<file path="src/rtl/ami_w.sv">
// AXI4 master write interface: user command/data/response ports to AW/W/B, with internal WLAST and an outstanding-burst limit.
// Optional 4KB-boundary command check is compiled in with `define AMI_4KB_CHECK_EN.
module ami_w #(
   parameter int AXI_DW     = 128,
   parameter int AXI_AW     = 32,
   parameter int AXI_IW     = 8,
   parameter int AXI_LW     = 8,
   parameter int AXI_SW     = 3,
   parameter int AMI_OD     = 4,
   parameter int AXI_WSTRBW = AXI_DW/8
) (
   input  logic                  ACLK,
   input  logic                  ARESETn,
   input  logic                  usr_wcmd_valid,
   output logic                  usr_wcmd_ready,
   input  logic [AXI_IW-1:0]     usr_wcmd_id,
   input  logic [AXI_AW-1:0]     usr_wcmd_addr,
   input  logic [AXI_LW-1:0]     usr_wcmd_len,
   input  logic [AXI_SW-1:0]     usr_wcmd_size,
   input  logic [1:0]            usr_wcmd_burst,
   output logic                  usr_wcmd_err,
   input  logic [AXI_DW-1:0]     usr_wdata,
   input  logic [AXI_WSTRBW-1:0] usr_wstrb,
   input  logic                  usr_wvalid,
   output logic                  usr_wready,
   output logic                  usr_bvalid,
   output logic [AXI_IW-1:0]     usr_bid,
   output logic [1:0]            usr_bresp,
   input  logic                  usr_bready,
   output logic [AXI_IW-1:0]     AWID,
   output logic [AXI_AW-1:0]     AWADDR,
   output logic [AXI_LW-1:0]     AWLEN,
   output logic [AXI_SW-1:0]     AWSIZE,
   output logic [1:0]            AWBURST,
   output logic                  AWVALID,
   input  logic                  AWREADY,
   output logic [AXI_DW-1:0]     WDATA,
   output logic [AXI_WSTRBW-1:0] WSTRB,
   output logic                  WLAST,
   output logic                  WVALID,
   input  logic                  WREADY,
   input  logic [AXI_IW-1:0]     BID,
   input  logic [1:0]            BRESP,
   input  logic                  BVALID,
   output logic                  BREADY
);

   localparam int AI = $clog2(AMI_OD);
   localparam int PW = AI + 1;

   // Valid/ready: a transfer happens on any rising ACLK where valid and ready are both 1;
   // a source holds valid and its payload stable until that transfer.

   typedef enum logic {W_IDLE, W_BURST} w_state_t;

   w_state_t          w_state_q, w_state_d;
   logic [PW-1:0]     os_cnt;
   logic [PW-1:0]     wr_ptr, rd_ptr;
   logic [AXI_LW-1:0] len_mem [AMI_OD];
   logic [AXI_LW-1:0] len_r, beat_cnt;
   logic              cmd_acc, cmd_issue, b_hs, w_hs, w_last, fifo_empty, fifo_pop;

   assign cmd_acc        = usr_wcmd_valid & usr_wcmd_ready;
   assign usr_wcmd_ready = (~AWVALID | AWREADY) & (os_cnt < PW'(AMI_OD));
   assign b_hs           = BVALID & BREADY;
   assign BREADY         = ~usr_bvalid | usr_bready;

`ifdef AMI_4KB_CHECK_EN
   logic [AXI_AW-1:0] cmd_bytes, cmd_end;
   logic              cmd_cross, err_r;

   assign cmd_bytes = (AXI_AW'(usr_wcmd_len) + AXI_AW'(1)) << usr_wcmd_size;
   assign cmd_end   = usr_wcmd_addr + cmd_bytes - AXI_AW'(1);
   assign cmd_cross = (usr_wcmd_burst == 2'b01) &&
                      (cmd_end[AXI_AW-1:12] != usr_wcmd_addr[AXI_AW-1:12]);
   assign cmd_issue = cmd_acc & ~cmd_cross;

   always_ff @(posedge ACLK or negedge ARESETn) begin
      if (!ARESETn) err_r <= 1'b0;
      else          err_r <= cmd_acc & cmd_cross;
   end
   assign usr_wcmd_err = err_r;
`else
   assign cmd_issue    = cmd_acc;
   assign usr_wcmd_err = 1'b0;
`endif

   // AW register: a fresh issue in the AWREADY cycle reloads without a bubble.
   always_ff @(posedge ACLK or negedge ARESETn) begin
      if (!ARESETn) begin
         AWVALID <= 1'b0;
         AWID    <= '0;
         AWADDR  <= '0;
         AWLEN   <= '0;
         AWSIZE  <= '0;
         AWBURST <= '0;
      end else if (cmd_issue) begin
         AWVALID <= 1'b1;
         AWID    <= usr_wcmd_id;
         AWADDR  <= usr_wcmd_addr;
         AWLEN   <= usr_wcmd_len;
         AWSIZE  <= usr_wcmd_size;
         AWBURST <= usr_wcmd_burst;
      end else if (AWREADY) begin
         AWVALID <= 1'b0;
      end
   end

   // A B response with nothing outstanding is still forwarded, but the count stays at zero.
   always_ff @(posedge ACLK or negedge ARESETn) begin
      if (!ARESETn) begin
         os_cnt <= '0;
      end else if (cmd_issue && !b_hs) begin
         os_cnt <= os_cnt + PW'(1);
      end else if (!cmd_issue && b_hs && os_cnt != '0) begin
         os_cnt <= os_cnt - PW'(1);
      end
   end

   // Burst-length FIFO; occupancy never exceeds os_cnt, so no full check is needed.
   assign fifo_empty = (wr_ptr == rd_ptr);

   always_ff @(posedge ACLK or negedge ARESETn) begin
      if (!ARESETn) begin
         wr_ptr <= '0;
         rd_ptr <= '0;
      end else begin
         if (cmd_issue) wr_ptr <= wr_ptr + PW'(1);
         if (fifo_pop)  rd_ptr <= rd_ptr + PW'(1);
      end
   end

   always_ff @(posedge ACLK) begin
      if (cmd_issue) len_mem[wr_ptr[AI-1:0]] <= usr_wcmd_len;
   end

   assign w_hs   = (w_state_q == W_BURST) & usr_wvalid & WREADY;
   assign w_last = (beat_cnt == len_r);
   assign WDATA  = usr_wdata;
   assign WSTRB  = usr_wstrb;

   always_ff @(posedge ACLK or negedge ARESETn) begin
      if (!ARESETn) w_state_q <= W_IDLE;
      else          w_state_q <= w_state_d;
   end

   always_comb begin
      w_state_d  = w_state_q;
      fifo_pop   = 1'b0;
      WVALID     = 1'b0;
      WLAST      = 1'b0;
      usr_wready = 1'b0;
      case (w_state_q)
         W_IDLE: begin
            if (!fifo_empty) begin
               fifo_pop  = 1'b1;
               w_state_d = W_BURST;
            end
         end
         W_BURST: begin
            WVALID     = usr_wvalid;
            usr_wready = WREADY;
            WLAST      = w_last;
            if (w_hs && w_last) begin
               if (!fifo_empty) fifo_pop  = 1'b1;
               else             w_state_d = W_IDLE;
            end
         end
         default: w_state_d = W_IDLE;
      endcase
   end

   always_ff @(posedge ACLK or negedge ARESETn) begin
      if (!ARESETn) begin
         len_r    <= '0;
         beat_cnt <= '0;
      end else if (fifo_pop) begin
         len_r    <= len_mem[rd_ptr[AI-1:0]];
         beat_cnt <= '0;
      end else if (w_hs) begin
         beat_cnt <= beat_cnt + AXI_LW'(1);
      end
   end

   always_ff @(posedge ACLK or negedge ARESETn) begin
      if (!ARESETn) begin
         usr_bvalid <= 1'b0;
         usr_bid    <= '0;
         usr_bresp  <= '0;
      end else if (b_hs) begin
         usr_bvalid <= 1'b1;
         usr_bid    <= BID;
         usr_bresp  <= BRESP;
      end else if (usr_bready) begin
         usr_bvalid <= 1'b0;
      end
   end

endmodule
</file>
<file path="config.mk">
export PLATFORM = sky130hd
export DESIGN_NAME = ami_w
export DESIGN_NICKNAME = d
export VERILOG_FILES = /design/src/rtl/ami_w.sv
export SDC_FILE = /design/constraint.sdc
export NUM_CORES = 1
export LEC_CHECK = 0
export CORE_AREA = 10 10 159 161
export DETAILED_ROUTE_END_ITERATION = 6
export DIE_AREA = 0 0 169 171
export GPL_ROUTABILITY_DRIVEN = 0
export PLACE_DENSITY = 0.69
export SYNTH_ARGS = -nofsm -noshare
export SYNTH_HDL_FRONTEND = slang
export SYNTH_SLANG_ARGS = --single-unit
</file>
<file path="constraint.sdc">
create_clock -name ACLK -period 2.5 [get_ports ACLK]
set_input_delay 0.25 -clock ACLK [delete_from_list [all_inputs] [get_ports ACLK]]
set_output_delay 0.25 -clock ACLK [all_outputs]
set_load 0.02 [all_outputs]
</file>
==> results by group <==
Setup path
  – Crit path kind: reg2out
  – Worst-path fanout max: 7
  – Crit path capture: WLAST
  – FF-to-FF path depth: 5
  – Critical R2R Launch: os_cnt[2]
  – Crit path largest cell delay: roughly 0.48 ns
  – Crit start category: register
  – WP data arrival: between 1.5 and 2 ns
  – Nature of the critical path endpoint: primary output
  – Slowest stage cell on the critical path: dfrtp_1
  – WP data required: about 2.3 ns
  – Critical-path cell list: xnor2_1, and4_1, nand2_1, nor2_1, dlygate4sd2_1
  – Setup slack, reg-to-reg: 0.52 ns
  – Reg2Reg Capture Point: os_cnt[2]
  – CP startpoint: beat_cnt[0]

Route
  – DR vias: 3701
  – Drt initial violations: 219
  – Routed len/inst: 25.9 µm
  – Final WL: about 21000 µm
  – Detail-routed via count per cell: 4.55
  – Drt pass-1 iters: 4
  – Antenna-violating nets left: 0
  – Residual DRC: 0

STA
  – Least-Margin Pin Slew: about 0.74 ns
  – F_max: 451 MHz
  – Final setup viols: 0
  – Final number of max-transition violations: 0
  – Worst clock skew: roughly 0.0059 ns
  – Final Hold Viols: 0
  – Final cycle utilization of the critical path: 88.8%
  – Post-route setup TNS: 0 ns
  – RSZ-0062 raised after global routing: false
  – Slew headroom: 50.5%
  – Crit path time final: 2.22 ns

Placed design
  – I/O Buffers: 140
  – DP HPWL: 17400 µm
  – Dpl cell area: 0.00702 mm²

Synth
  – Synth Area in Simple Gates: 7.10%
  – Post-synthesis compound-gate area fraction: between 2 and 3%
  – Synth Warn #: 0
  – Synth Flop Type: dfrtp_1
  – FFs w/ async S/R, synth: roughly three quarters
  – Syn Nets: 727
  – Multiplexer share of the synthesized area: between 10% and 20%
  – Register bit count reported by yosys: 123
  – Xor/xnor cell area share of the yosys netlist: 3.68%
  – Post-synthesis cell count: approximately 510
  – Syn Area/Cell: 12.5 µm²
  – Combinational family with the most area after synthesis: buffers and inverters
  – EDFF count, synth: 32
  – Post-Synth Adder-Cell Area: 1.50%
  – Synth Cell Area: ~0.0063 mm²
  – Unique masters post-synth: 42
  – Sequential element share of the synthesized area: 51.2%

Clock tree
  – Clock Sinks: ~120
  – Clock Tree Buf Depth: 2
  – Worst-path clk slew: 0.06 ns
  – Worst skew pair latency: 0.42 ns
  – Num CTS Buffers: 17
  – H-tree depth: 4
  – CTS tree: done
  – Clock root cell: clkbuf_16

Layout
  – Seq. cell area: 0.00324 mm²
  – Fillers: 2175
  – Final nets: 737
  – Most common cell after layout, fill and taps aside: clkdlybuf4s50_1
  – ANT cells: 0
  – Cell area after layout: 0.00763 mm²
  – Most frequent cells in the layout: clkdlybuf4s50_1 (138), dfrtp_1 (91), mux2_2 (64)
  – Footprint of the multi-input gates: 0.00191 mm²
  – Layout cells sized above 1: 23.3%
  – Synth-to-Final Area Change: 20.6%

Global routing
  – Grt ovf: 0
  – First-pass GRT wire length: between 20000 and 30000 µm
  – Initial antenna violation count: 0
  – Met1 Use GR: 11.2%
  – Vias in the first global route: 3952
  – Met2 Usage GRT: 22.7%
  – Met3 GRT Util: 13.4%
  – Gr busiest metal: met2
  – Largest net degree at the start of global routing: slightly below 70
  – Total Routing Usage GR: 14.1%

Power
  – Power density over cell area: around 1100 mW/mm²
  – Total Power Consumption: 8650 µW
  – Leakage power: 0.00292 µW
  – Worst vdd ir: a little over 700 µV

Min path
  – Worst hold path class: in2reg

Floorplan
  – Num rows: 55
  – IO Pins: 430
  – Full die area: 0.0289 mm²
  – Die W: 169 µm
  – Initial core utilization: 28.5%
  – Core Box Area: 0.0222 mm²
  – Die height: 171 µm

Flow run
  – Max-Cap Viols: 0

Outcome
  – Status: finished clean
[report_power, final]
part	switching, µW	internal [µW]
clock network	1040	1430
logic	1430	1610
registers	439	2700
[flip-flops by register name, indices dropped and copies added, names as in the netlist, 8 cells and up]
register / cells
AWLEN: 8
len_mem: 32
AWID: 8
AWADDR: 32
beat_cnt: 8
len_r: 8
usr_bid: 8
[area by class of cell]
cell class	instances	area share, %
clock buffer	17	5.57
timing repair buffer	150	19.7
clock inverter	15	2.31
multi-input combinational	215	25.0
sequential	123	42.4
inverter	8	0.393
tap	285	4.67
[critical path: cells and delay by family, from the launching register on]
family                    cells  cell delay (ns)
and+or+nand+nor               3             0.50
DFF                           1             0.48
buffers and inverters         1             0.36
xor gates and xnor gates      1             0.21
[through the flow]
step | worst slack [ns] | cells | utilization, % | hold slack, ns
3_5_place_dp | 0.242 | 780 | 31.6 | 0.369
2_1_floorplan | 0.0687 | 505 | - | -0.0456
4_1_cts | 0.245 | 813 | 34.3 | 0.418
3_3_place_gp | 0.239 | 780 | 31.6 | 0.372
5_1_grt | 0.0970 | 813 | 34.3 | 0.425
6_report | 0.281 | 813 | 34.3 | 0.434
[per-layer routing]
metal	vias to the layer above	wire length, µm
met5	-	0
met4	0	818
met3	47	4400
met2	276	10300
met1	1733	5590
li1	1645	-
[worst min-delay path by stage]
stage | depth (start not counted) | startpoint | endpoint
floorplan | 0 | ARESETn | AWADDR[0]
global placement | 1 | ARESETn | AWADDR[6]
detailed placement | 1 | ARESETn | AWADDR[6]
CTS | 2 | usr_wcmd_addr[16] | AWADDR[16]
global route | 2 | usr_wcmd_addr[9] | AWADDR[9]
finish | 2 | usr_wcmd_addr[16] | AWADDR[16]
[timing repair]
action | 4_1_cts | 5_1_grt
buffers inserted | 0 | 0
endpoints found under the hold margin | 55 | 0
resized for setup | 1 | 0
hold buffers | 1 | 0
endpoints found under the setup margin | 1 | 0
[synth_stat cells, types with 2 or more instances]
| cell type | instances | area [µm²] |
|---|---|---|
| and4_1 | 2 | 17.5 |
| nor2_1 | 7 | 26.3 |
| or4_1 | 3 | 22.5 |
| xor2_2 | 3 | 48.8 |
| clkbuf_1 | 7 | 26.3 |
| edfxtp_1 | 32 | 961 |
| buf_4 | 146 | 1100 |
| o22ai_1 | 10 | 62.6 |
| inv_1 | 7 | 26.3 |
| or2_2 | 2 | 12.5 |
| nand2_1 | 18 | 67.6 |
| ha_1 | 6 | 75.1 |
| nor3_1 | 11 | 55.1 |
| a311oi_1 | 3 | 26.3 |
| nand2b_1 | 2 | 12.5 |
| mux2_2 | 64 | 721 |
| o211ai_1 | 4 | 30.0 |
| o21ai_0 | 3 | 15.0 |
| mux2i_1 | 4 | 40.0 |
| xor2_1 | 4 | 35.0 |
| buf_2 | 4 | 20.0 |
| dfrtp_1 | 91 | 2280 |
| nand4_1 | 7 | 43.8 |
| and2_1 | 7 | 43.8 |
| nor4_1 | 3 | 18.8 |
| xnor2_1 | 17 | 149 |
| nor3_2 | 2 | 20.0 |
| mux4_2 | 8 | 180 |
| nand3_1 | 15 | 75.1 |
[kinds of logic (layout without fill, tap and decap cells)]
group,count (synthesis),count (layout)
adder cells (fa/ha/maj),7,7
buffers and inverters,167,190
flip-flops,123,123
XOR/XNOR,24,24
AND/OR/NAND/NOR,82,82
multiplexers,76,76
other,1,1
AO/OA/AOI/OAI,25,25
Note: power is estimated with default switching activity, not from simulation.
